File: config.mk
export PLATFORM = sky130hd
export DESIGN_NAME = matmul_scheduler
export DESIGN_NICKNAME = d
export VERILOG_FILES = /design/src/rtl/matmul_pkg.sv /design/src/rtl/matmul_mac.sv /design/src/rtl/matmul_scheduler.sv
export SDC_FILE = /design/constraint.sdc
export NUM_CORES = 1
export LEC_CHECK = 0
export ABC_AREA = 1
export CAP_MARGIN = 20
export CORE_MARGIN = 4
export CORE_UTILIZATION = 40
export CTS_CLUSTER_DIAMETER = 100
export CTS_CLUSTER_SIZE = 8
export DETAILED_ROUTE_END_ITERATION = 8
export GPL_ROUTABILITY_DRIVEN = 1
export REMOVE_ABC_BUFFERS = 1
export SYNTH_ARGS = -nofsm -noshare
export SYNTH_HDL_FRONTEND = slang
export SYNTH_SLANG_ARGS = --single-unit
File: constraint.sdc
create_clock -name clk -period 8 [get_ports clk]
set_input_delay 1.6 -clock clk [delete_from_list [all_inputs] [get_ports clk]]
set_output_delay 1.6 -clock clk [all_outputs]
set_load 0.1 [all_outputs]
File: src/rtl/matmul_pkg.sv
// Shared definitions for the matrix-multiply scheduler and its MAC datapath.
package matmul_pkg;

  localparam int unsigned MAX_N  = 8;
  localparam int unsigned DATA_W = 8;
  localparam int unsigned ADDR_W = 6;
  localparam int unsigned ACC_W  = 19;
  localparam int unsigned RES_W  = 16;
  localparam int unsigned IDX_W  = 4;

  typedef enum logic [2:0] {
    ST_IDLE,
    ST_ISSUE,
    ST_DRAIN,
    ST_WRITE,
    ST_DONE
  } state_t;

endpackage

File: src/rtl/matmul_mac.sv
// Multiply-accumulate for one C element; output mapping selected by MATMUL_SAT_EN
// (defined: saturate to 16'hFFFF, undefined: truncate to the low 16 bits).
module matmul_mac #(
  parameter int unsigned DATA_W = matmul_pkg::DATA_W,
  parameter int unsigned ACC_W  = matmul_pkg::ACC_W,
  parameter int unsigned RES_W  = matmul_pkg::RES_W
) (
  input  logic              clk,
  input  logic              rst,
  input  logic              en,
  input  logic              first,
  input  logic [DATA_W-1:0] a,
  input  logic [DATA_W-1:0] b,
  output logic [RES_W-1:0]  res
);

  logic [2*DATA_W-1:0] prod;
  logic [ACC_W-1:0]    acc;

  assign prod = a * b;

  // The first product of an element overwrites the accumulator, so no clear cycle is needed.
  always_ff @(posedge clk) begin
    if (rst) begin
      acc <= '0;
    end else if (en) begin
      acc <= first ? ACC_W'(prod) : acc + ACC_W'(prod);
    end
  end

`ifdef MATMUL_SAT_EN
  localparam logic [ACC_W-1:0] RES_MAX = ACC_W'({RES_W{1'b1}});
  assign res = (acc > RES_MAX) ? '1 : RES_W'(acc);
`else
  assign res = RES_W'(acc);
`endif

endmodule

File: src/rtl/matmul_scheduler.sv
// Sequences C = A*B over externally loaded buffers: address generation, MAC control,
// result writes. Optional saturation of res_data via MATMUL_SAT_EN (see matmul_mac).
module matmul_scheduler
  import matmul_pkg::*;
#(
  parameter int unsigned MAX_N  = matmul_pkg::MAX_N,
  parameter int unsigned DATA_W = matmul_pkg::DATA_W,
  parameter int unsigned ADDR_W = matmul_pkg::ADDR_W,
  parameter int unsigned ACC_W  = matmul_pkg::ACC_W
) (
  input  logic              clk,
  input  logic              rst,
  input  logic              start,
  input  logic [IDX_W-1:0]  matrix_size,
  output logic              busy,
  output logic              done,
  output logic              size_err,
  output logic              a_rd_en,
  output logic [ADDR_W-1:0] a_addr,
  input  logic [DATA_W-1:0] a_data,
  output logic              b_rd_en,
  output logic [ADDR_W-1:0] b_addr,
  input  logic [DATA_W-1:0] b_data,
  output logic              res_we,
  output logic [ADDR_W-1:0] res_addr,
  output logic [RES_W-1:0]  res_data
);

  localparam logic [IDX_W-1:0] N_MAX = IDX_W'(MAX_N);

  state_t            state;
  logic [IDX_W-1:0]  n;
  logic [IDX_W-1:0]  i;
  logic [IDX_W-1:0]  j;
  logic [IDX_W-1:0]  k;
  logic [ADDR_W-1:0] a_row;
  logic              mac_vld;
  logic              mac_first;
  logic              last_i;
  logic              last_j;
  logic              last_k;
  logic [ADDR_W-1:0] n_step;
  logic [ADDR_W-1:0] j_ext;

  assign last_i = (i == n - 1'b1);
  assign last_j = (j == n - 1'b1);
  assign last_k = (k == n - 1'b1);
  assign n_step = ADDR_W'(n);
  assign j_ext  = ADDR_W'(j);
  assign busy   = (state != ST_IDLE);

  always_ff @(posedge clk) begin
    if (rst) begin
      state     <= ST_IDLE;
      n         <= '0;
      i         <= '0;
      j         <= '0;
      k         <= '0;
      a_row     <= '0;
      a_addr    <= '0;
      b_addr    <= '0;
      res_addr  <= '0;
      a_rd_en   <= 1'b0;
      b_rd_en   <= 1'b0;
      res_we    <= 1'b0;
      done      <= 1'b0;
      size_err  <= 1'b0;
      mac_vld   <= 1'b0;
      mac_first <= 1'b0;
    end else begin
      // Read data returns one cycle after issue, so the MAC controls trail the strobes by one.
      mac_vld   <= (state == ST_ISSUE);
      mac_first <= (state == ST_ISSUE) && (k == '0);
      size_err  <= 1'b0;
      done      <= 1'b0;
      res_we    <= 1'b0;
      case (state)
        ST_IDLE: begin
          if (start) begin
            if (matrix_size != '0 && matrix_size <= N_MAX) begin
              n        <= matrix_size;
              i        <= '0;
              j        <= '0;
              k        <= '0;
              a_row    <= '0;
              a_addr   <= '0;
              b_addr   <= '0;
              res_addr <= '0;
              a_rd_en  <= 1'b1;
              b_rd_en  <= 1'b1;
              state    <= ST_ISSUE;
            end else begin
              size_err <= 1'b1;
            end
          end
        end
        ST_ISSUE: begin
          if (last_k) begin
            a_rd_en <= 1'b0;
            b_rd_en <= 1'b0;
            state   <= ST_DRAIN;
          end else begin
            k      <= k + 1'b1;
            a_addr <= a_addr + 1'b1;
            b_addr <= b_addr + n_step;
          end
        end
        ST_DRAIN: begin
          res_we <= 1'b1;
          state  <= ST_WRITE;
        end
        ST_WRITE: begin
          res_addr <= res_addr + 1'b1;
          k        <= '0;
          if (last_i && last_j) begin
            done  <= 1'b1;
            state <= ST_DONE;
          end else begin
            a_rd_en <= 1'b1;
            b_rd_en <= 1'b1;
            state   <= ST_ISSUE;
            // a_row tracks i*N; the next element's k=0 addresses are seeded from it and from j.
            if (last_j) begin
              j      <= '0;
              i      <= i + 1'b1;
              a_row  <= a_row + n_step;
              a_addr <= a_row + n_step;
              b_addr <= '0;
            end else begin
              j      <= j + 1'b1;
              a_addr <= a_row;
              b_addr <= j_ext + 1'b1;
            end
          end
        end
        ST_DONE: begin
          state <= ST_IDLE;
        end
        default: begin
          state <= ST_IDLE;
        end
      endcase
    end
  end

  matmul_mac #(
    .DATA_W (DATA_W),
    .ACC_W  (ACC_W),
    .RES_W  (RES_W)
  ) u_mac (
    .clk   (clk),
    .rst   (rst),
    .en    (mac_vld),
    .first (mac_first),
    .a     (a_data),
    .b     (b_data),
    .res   (res_data)
  );

endmodule

==> insert_results.sql <==
INSERT INTO impl_metrics (metric_group, metric, value, unit) VALUES
('run_status', 'run_status', 'finished clean', ''),
('logic_synthesis', 'synth_cells', '1096', ''),
('sta', 'worst_clock_skew', '0.00643', 'ns'),
('sta', 'max-slew-margin-rel', '31.8', '%'),
('final_layout', 'fill_cells', '1787', ''),
('logic_synthesis', 'synth_enable_flop_cells', '0', ''),
('detailed_routing', 'violation_count_after_the_first_detailed_routing_iteration', '306', ''),
('global_routing', 'groute.usage.overall', '17.4', '%'),
('logic_synthesis', 'most_area_consuming_cells_after_synthesis', 'sky130_fd_sc_hd__dfxtp_1 (19%), sky130_fd_sc_hd__nand2_1 (18%), sky130_fd_sc_hd__inv_1 (12%), sky130_fd_sc_hd__ha_1 (12%), sky130_fd_sc_hd__fa_1 (11%)', ''),
('worst_setup_path', 'critPathLaunchType', 'input port', ''),
('detailed_routing', 'drt_wl_total', '16.7', 'mm'),
('sta', 'final_min_period_over_clock_period', '83.6', '%'),
('final_layout', 'finish.net_count', '1267', ''),
('sta', 'fin_ws', '1.31', 'ns'),
('die', 'start_util', '41.4', '%'),
('detailed_routing', 'met3WireLength', '493', 'microns'),
('logic_synthesis', 'synth.largest_area_cell', 'sky130_fd_sc_hd__dfxtp_1', ''),
('worst_setup_path', 'crit_path_top_delay_cell', 'sky130_fd_sc_hd__clkdlybuf4s50_1', ''),
('global_routing', 'number_of_global_route_vias_before_repair', '6004', ''),
('place', 'gp_congestion', '0.892', ''),
('worst_hold_path', 'worstHoldPathType', 'reg -> reg', ''),
('detailed_routing', 'topRoutingLayerUsed', 'met4', ''),
('sta', 'hold_violations', '0', ''),
('detailed_routing', 'detail_route.wl_per_cell', '12.2', 'microns'),
('power_and_ir_drop', 'maximum_vdd_drop', '0.169', 'mV'),
('sta', 'max_slew.worst_pin.slew', '1.02', 'ns'),
('worst_setup_path', 'cp_max_fo', '8', ''),
('die', 'die_x', '140', 'microns'),
('flow_run', 'timing.max_cap.violations', '0', ''),
('power_and_ir_drop', 'power-per-cell-area', '247', 'nW/um^2'),
('final_layout', 'multiInputGateArea', '4660', 'sq um'),
('sta', 'fmax', '0.150', 'GHz'),
('die', 'fp.coreArea', '16800', 'sq um'),
('worst_setup_path', 'crit_path_end_kind', 'register', ''),
('die', 'num_io_pins', '63', ''),
('global_routing', 'grt.overflow.total', '0', ''),
('final_layout', 'seq_area', '1300', 'sq um'),
('clock_network', 'cts_inserted_buffers', '9', ''),
('final_layout', 'syn2layout_area_growth', '14.9', '%'),
('clock_network', 'cts_hold_repair_buffers', '0', ''),
('logic_synthesis', 'share_of_async_settable_or_async_resettable_flops_after_synthesis', '0', '%'),
('detailed_routing', 'met1_length', '7.90', 'mm'),
('worst_setup_path', 'timing.rr.start', 'n[0]$_SDFFE_PP0P_', ''),
('detailed_routing', 'vias', '6430', ''),
('detailed_routing', 'detail_route.vias_per_cell', '4.72', ''),
('place', 'dp_slack', '0.971', 'ns'),
('detailed_routing', 'drt_first_pass_iters', '5', ''),
('logic_synthesis', 'synthesis.area', '6970', 'sq um'),
('sta', 'final-setup-viol-count', '0', ''),
('clock_network', 'clkSinkCount', '65', ''),
('clock_network', 'clk_latency', '0.35', 'ns'),
('clock_network', 'cts_setup_buffers', '0', ''),
('detailed_routing', 'ant_nets', '0', ''),
('final_layout', 'antenna_cells', '0', ''),
('detailed_routing', 'detailed_routed_wire_length_on_met2', '8.06', 'mm'),
('worst_setup_path', 'cp_slowest_stage_delay', '0.62', 'ns'),
('global_routing', 'grt_start_max_net_pins', '36', ''),
('clock_network', 'clock_tree.buffer_depth', '2', ''),
('sta', 'setup_tns', '0', 'ns'),
('clock_network', 'cts.repair.resized', '0', ''),
('clock_network', 'ctsRootBufferMaster', 'sky130_fd_sc_hd__clkbuf_16', ''),
('logic_synthesis', 'synth.yosys.seq_area_share', '18.7', '%'),
('power_and_ir_drop', 'total_leakage_power', '4.45', 'nW'),
('worst_setup_path', 'critical_path_required', '8.24', 'ns'),
('clock_network', 'clk_pin_slew_worst_paths', '0.06', 'ns'),
('clock_network', 'cts_tree', 'yes', ''),
('place', 'port_buffers', '62', ''),
('worst_hold_path', 'hold_path_startpoint', 'b_rd_en$_SDFFE_PP0P_', ''),
('sta', 'grt_setup_unrepaired', 'false', ''),
('place', 'detailedPlacementHpwl', '13.1', 'mm'),
('detailed_routing', 'drt_drc_violations_left', '0', '');
placed cells by master (no fill, tap or decap), types with 3 or more instances in the layout:
cell,n
sky130_fd_sc_hd__nor3_1,6
sky130_fd_sc_hd__nand3_1,84
sky130_fd_sc_hd__ha_1,67
sky130_fd_sc_hd__nand2_4,3
sky130_fd_sc_hd__nor2_1,79
sky130_fd_sc_hd__clkbuf_16,9
sky130_fd_sc_hd__clkinv_2,3
sky130_fd_sc_hd__dfxtp_1,65
sky130_fd_sc_hd__a31oi_1,4
sky130_fd_sc_hd__inv_1,225
sky130_fd_sc_hd__or2_2,3
sky130_fd_sc_hd__a21oi_1,57
sky130_fd_sc_hd__fa_1,39
sky130_fd_sc_hd__nand2_2,6
sky130_fd_sc_hd__a21oi_2,3
sky130_fd_sc_hd__nand4_1,15
sky130_fd_sc_hd__xnor2_1,8
sky130_fd_sc_hd__clkdlybuf4s50_1,62
sky130_fd_sc_hd__o21ai_0,23
sky130_fd_sc_hd__xor2_1,16
sky130_fd_sc_hd__nor2_2,3
sky130_fd_sc_hd__nand2_1,337
flip-flops by register name, indices dropped and copies added, names as in the netlist, 6 cells and up:
name,cells
u_mac.acc,16
res_addr,6
a_row,6
b_addr,6
a_addr,6
cell type report:
class	instances	share of cell area, %
Sequential cell	65	16.3
Clock inverter	6	0.516
Clock buffer	10	2.99
Inverter	229	10.7
Tap cell	220	3.44
Timing Repair Buffer	63	7.85
Multi-Input combinational cell	770	58.2
critical path, delay by kind of cell:
family / cells / cell delay, ns
buffers and inverters: 5 / 0.80
adder cells (fa/ha/maj): 6 / 2.74
AND/OR/NAND/NOR: 19 / 1.61
AO/OA/AOI/OAI: 1 / 0.15
final timing paths:
check,depth (start not counted),endpoint
worst max register to register,12,a_addr[2]$_SDFFE_PP0P_
worst max-delay path,31,u_mac.acc[15]$_SDFFE_PP0P_
worst min-delay path,2,b_rd_en$_SDFFE_PP0P_
worst min register to register,2,b_rd_en$_SDFFE_PP0P_
Yosys cell counts (2+ instances only):
library cell,instances
sky130_fd_sc_hd__buf_1,2
sky130_fd_sc_hd__nand2_2,6
sky130_fd_sc_hd__inv_2,2
sky130_fd_sc_hd__nand3b_1,2
sky130_fd_sc_hd__a31oi_1,4
sky130_fd_sc_hd__nand2_4,3
sky130_fd_sc_hd__nor2_2,3
sky130_fd_sc_hd__nor3_1,6
sky130_fd_sc_hd__and2_1,2
sky130_fd_sc_hd__xnor2_1,8
sky130_fd_sc_hd__a21oi_2,3
sky130_fd_sc_hd__clkinv_1,2
sky130_fd_sc_hd__nor2_1,79
sky130_fd_sc_hd__dfxtp_1,65
sky130_fd_sc_hd__nand3_4,2
sky130_fd_sc_hd__o21ai_0,23
sky130_fd_sc_hd__xor2_1,16
sky130_fd_sc_hd__clkbuf_1,26
sky130_fd_sc_hd__fa_1,39
sky130_fd_sc_hd__nand4_1,15
sky130_fd_sc_hd__or2_2,3
sky130_fd_sc_hd__nand3_1,84
sky130_fd_sc_hd__inv_1,225
sky130_fd_sc_hd__nand2_1,337
sky130_fd_sc_hd__o21bai_1,2
sky130_fd_sc_hd__ha_1,67
sky130_fd_sc_hd__a21oi_1,57
report_power, final:
group	switching [W]	internal, W
sequential	0.0000294	0.000349
combinational	0.000812	0.000413
clock	0.000159	0.000218
total	0.00100	0.000980
through the flow:
stage | total power (W) | instances | hold WS, ns | utilization [%] | cell area [sq um]
6_report | 0.00198 | 1363 | 0.492 | 47.6 | 8010
5_1_grt | 0.00218 | 1363 | 0.518 | 47.6 | 8010
4_1_cts | 0.00200 | 1363 | 0.496 | 47.6 | 8010
3_5_place_dp | 0.00161 | 1347 | 0.487 | 45.9 | 7720
3_3_place_gp | 0.00161 | 1347 | 0.472 | 45.9 | 7720
2_1_floorplan | 0.00134 | 1064 | 0.455 | - | 6820
logic make-up (layout without fill, tap and decap cells):
| logic type | count (synthesis) | count (layout) | synth area share, % |
|---|---|---|---|
| xor gates and xnor gates | 24 | 24 | 3.02 |
| AOI/OAI and AO/OA | 94 | 94 | 7.26 |
| and+or+nand+nor | 546 | 546 | 33.4 |
| DFF | 65 | 65 | 18.7 |
| adders and majority gates | 106 | 106 | 23.2 |
| buffers and inverters | 261 | 308 | 14.4 |
layer usage:
layer / global-route usage [%] / vias to the layer above
li1: - / 3435
met5: 0 / -
met2: 29.9 / 78
met3: 3.17 / 13
met4: 4.84 / 0
met1: 22.3 / 2904
No activity file was read; power rests on OpenSTA's default activity.
==> patch (config.mk and constraints unchanged) <==
The package constant `ACC_W` goes from 19 to 23.
--- a/src/rtl/matmul_pkg.sv
+++ b/src/rtl/matmul_pkg.sv
@@ -6,3 +6,3 @@
   localparam int unsigned ADDR_W = 6;
-  localparam int unsigned ACC_W  = 19;
+  localparam int unsigned ACC_W  = 23;
   localparam int unsigned RES_W  = 16;
Check against the original RTL: no difference found for any inputs over 4 cycles, from zero or initial values and one cycle with rst high; that may be too few to reach the edited logic, so the function may still have changed.
==> patch against the original RTL <==
- sequential cell count unchanged
- clock power about the same
- clock skew increased by 0.0029 ns
- power decreased by 2.1%
- first-iteration DRC count decreased by 9.8%
- sequential share of layout area decreased by 0.15 points
- worst setup slack got worse by 0.063 ns
- critical endpoint unchanged
- core utilization decreased by 0.73 points
- largest power group unchanged
- wire length increased by 2.3%
- via count increased by 3.9%
- critical path depth unchanged
- synthesized area increased by 0.99%
- sequential power decreased by 2%
- cell area increased by 0.91%
==> patch: results (changes against the original RTL) <==
## Run status
• **status** finished clean

## Synthesis
• **number of enable-type register cells in the synthesized netlist** 0, unchanged
• **Warnings, synthesis** 0, unchanged
• **Mapped Avg Cell Area** 6.37 µm², +0.26%
• **Async SR Flop Fraction** 0%, unchanged
• **sequential share of the synthesized area** 18.5%, -0.18 points
• **Synth cell types** 44, +10%
• **top cell types by occurrence after synthesis** nand2_1 (332), inv_1 (218), nand3_1 (88), nor2_1 (73), ha_1 (67)
• **largest cells by area after synthesis** dfxtp_1 (18%), nand2_1 (18%), ha_1 (12%)

## Layout
• **share of cells above drive strength 1** 4.17%, +0.41 points
• **number of nets in the final layout** 1274, +0.55%
• **register with the most flip-flops** u_mac.acc
• **number of antenna repair diodes** 0, unchanged
• **count of placed standard cells in the final layout, fillers left out** 1375, +0.88%

## Global routing
• **number of antenna violations at the first check in global routing** 0, unchanged
• **first-pass GRT wire length** 29700 µm, +5.8%
• **maximum number of pins on one net before global-route repair** 35, -2.8%
• **number of global-route vias before repair** 6433, +7.1%
• **combined global-route utilization of all metal layers** 18.1%, +0.72 points

## Clock tree
• **Num CTS Buffers** 9, unchanged
• **root buffer cell** clkbuf_16
• **post-CTS setup repair buffer count** 0, unchanged
• **clock latency of the later-clocked register in the worst-skew pair** 0.35 ns, about the same
• **Longest Clk Path Bufs** 2, unchanged
• **CTS H-tree depth** 3, unchanged

## Drt
• **TritonRoute pass-1 iters** 5, unchanged
• **routed length per placed instance** 12.4 µm, +1.5%
• **Starting DRT DRC Count** 276, -9.8%
• **post-DR vias/cell** 4.86, +3.0%

## Worst setup path
• **arrival time at the worst endpoint** 6.99 ns, +0.06 ns
• **depth of the most critical reg-to-reg path** 12, unchanged
• **endpoint of the most critical register-to-register path** a_row[5]
• **cell family with most CP delay** adder cells
• **Reg2Reg Launch Point** n[0]
• **slowest cell delay on critical path** 0.65 ns, +0.03 ns

## Placed design
• **detailed placement HPWL** 13500 µm, +3.0%
• **Placer Congestion** 0.881, -1.3%

## STA
• **Slew HR** 32.6%, +0.86 points
• **setup skew after layout** 0.00934 ns, +0.00291 ns

## Worst hold path
• **endpoint of the worst hold path** b_rd_en
• **type of the tightest min-delay check** reg -> reg
• **Hold Crit Start** b_rd_en

## Pwr
• **IR Drop Worst-Case VDD** 0.000120 V, -29%
• **Leak** 0.00452 µW, +1.4%

-- patch: changes by cell type after synthesis, sizes merged, moves of 2 or more --
cell and change:
a21o +2, xnor2 -3, nor2 -6, buf +4, nand3b +2, nor3 +2, a21oi +7, nand2 -4
inv -3, or2 +2, nand3 +3, and3 +2
-- patch: power breakdown --
part / leakage [µW] / total [µW] / internal [µW] / switching [µW]
Combinational: 0.00386 / 1190 / 402 / 789
Clock: 0.000130 / 377 / 213 / 164
Sequential: 0.000529 / 370 / 345 / 24.7
Total: 0.00452 / 1940 / 961 / 977
-- patch: cells by family after synthesis --
kind of cell             Yosys count  synth area share, %
AND/OR/NAND/NOR                  548                 33.7
buffers and inverters            261                 14.4
adder cells (fa/ha/maj)          106                 23.0
AO/OA/AOI/OAI                    103                 7.76
flip-flops                        65                 18.5
XOR/XNOR                          21                 2.61
-- patch: worst max-delay path by stage --
stage / end / slack, ns / cells after the start / from
floorplan: u_mac.acc[15] / 1.94 / 30 / a_data[0]
global placement: u_mac.acc[15] / 1.02 / 31 / a_data[1]
detailed placement: u_mac.acc[15] / 0.93 / 31 / b_data[6]
CTS: u_mac.acc[15] / 1.25 / 31 / b_data[6]
global route: u_mac.acc[15] / 0.74 / 31 / a_data[0]
finish: u_mac.acc[15] / 1.25 / 31 / a_data[1]
-- patch: stage by stage --
stage	cell area (µm²)	worst slack, ns	hold slack [ns]	util (%)	power, µW
after global placement	7800	1.02	0.464	45.2	1560
after detailed placement	7800	0.927	0.472	45.2	1570
after global routing	8080	0.739	0.504	46.9	2150
after floorplan	6870	1.94	0.460	-	1310
after CTS	8080	1.25	0.486	46.9	1960
final	8080	1.25	0.481	46.9	1940
-- patch: per-layer routing --
layer / vias up / wire length (µm) / global-route usage, %
met1: 3072 / 8070 / 23.2
met3: 18 / 554 / 2.99
li1: 3483 / - / -
met4: 0 / 263 / 4.59
met5: - / 0 / 0
met2: 106 / 8170 / 31.7
-- patch: layout make-up --
| class | instances | area [µm²] |
|---|---|---|
| clock inverter | 6 | 50.0 |
| fill | 1792 | 9160 |
| clock buffer | 10 | 229 |
| inverter | 226 | 853 |
| sequential | 65 | 1300 |
| multi-input combinational | 778 | 4720 |
| timing repair buffer | 65 | 643 |
| tap | 225 | 282 |
-- patch: worst register-to-register path: cells and delay by family (launching register included) --
family        cells  cell delay, ns
simple gates     10            1.36
buf+inv           1            0.15
fa+ha+maj         1            0.43
flops             1            0.46
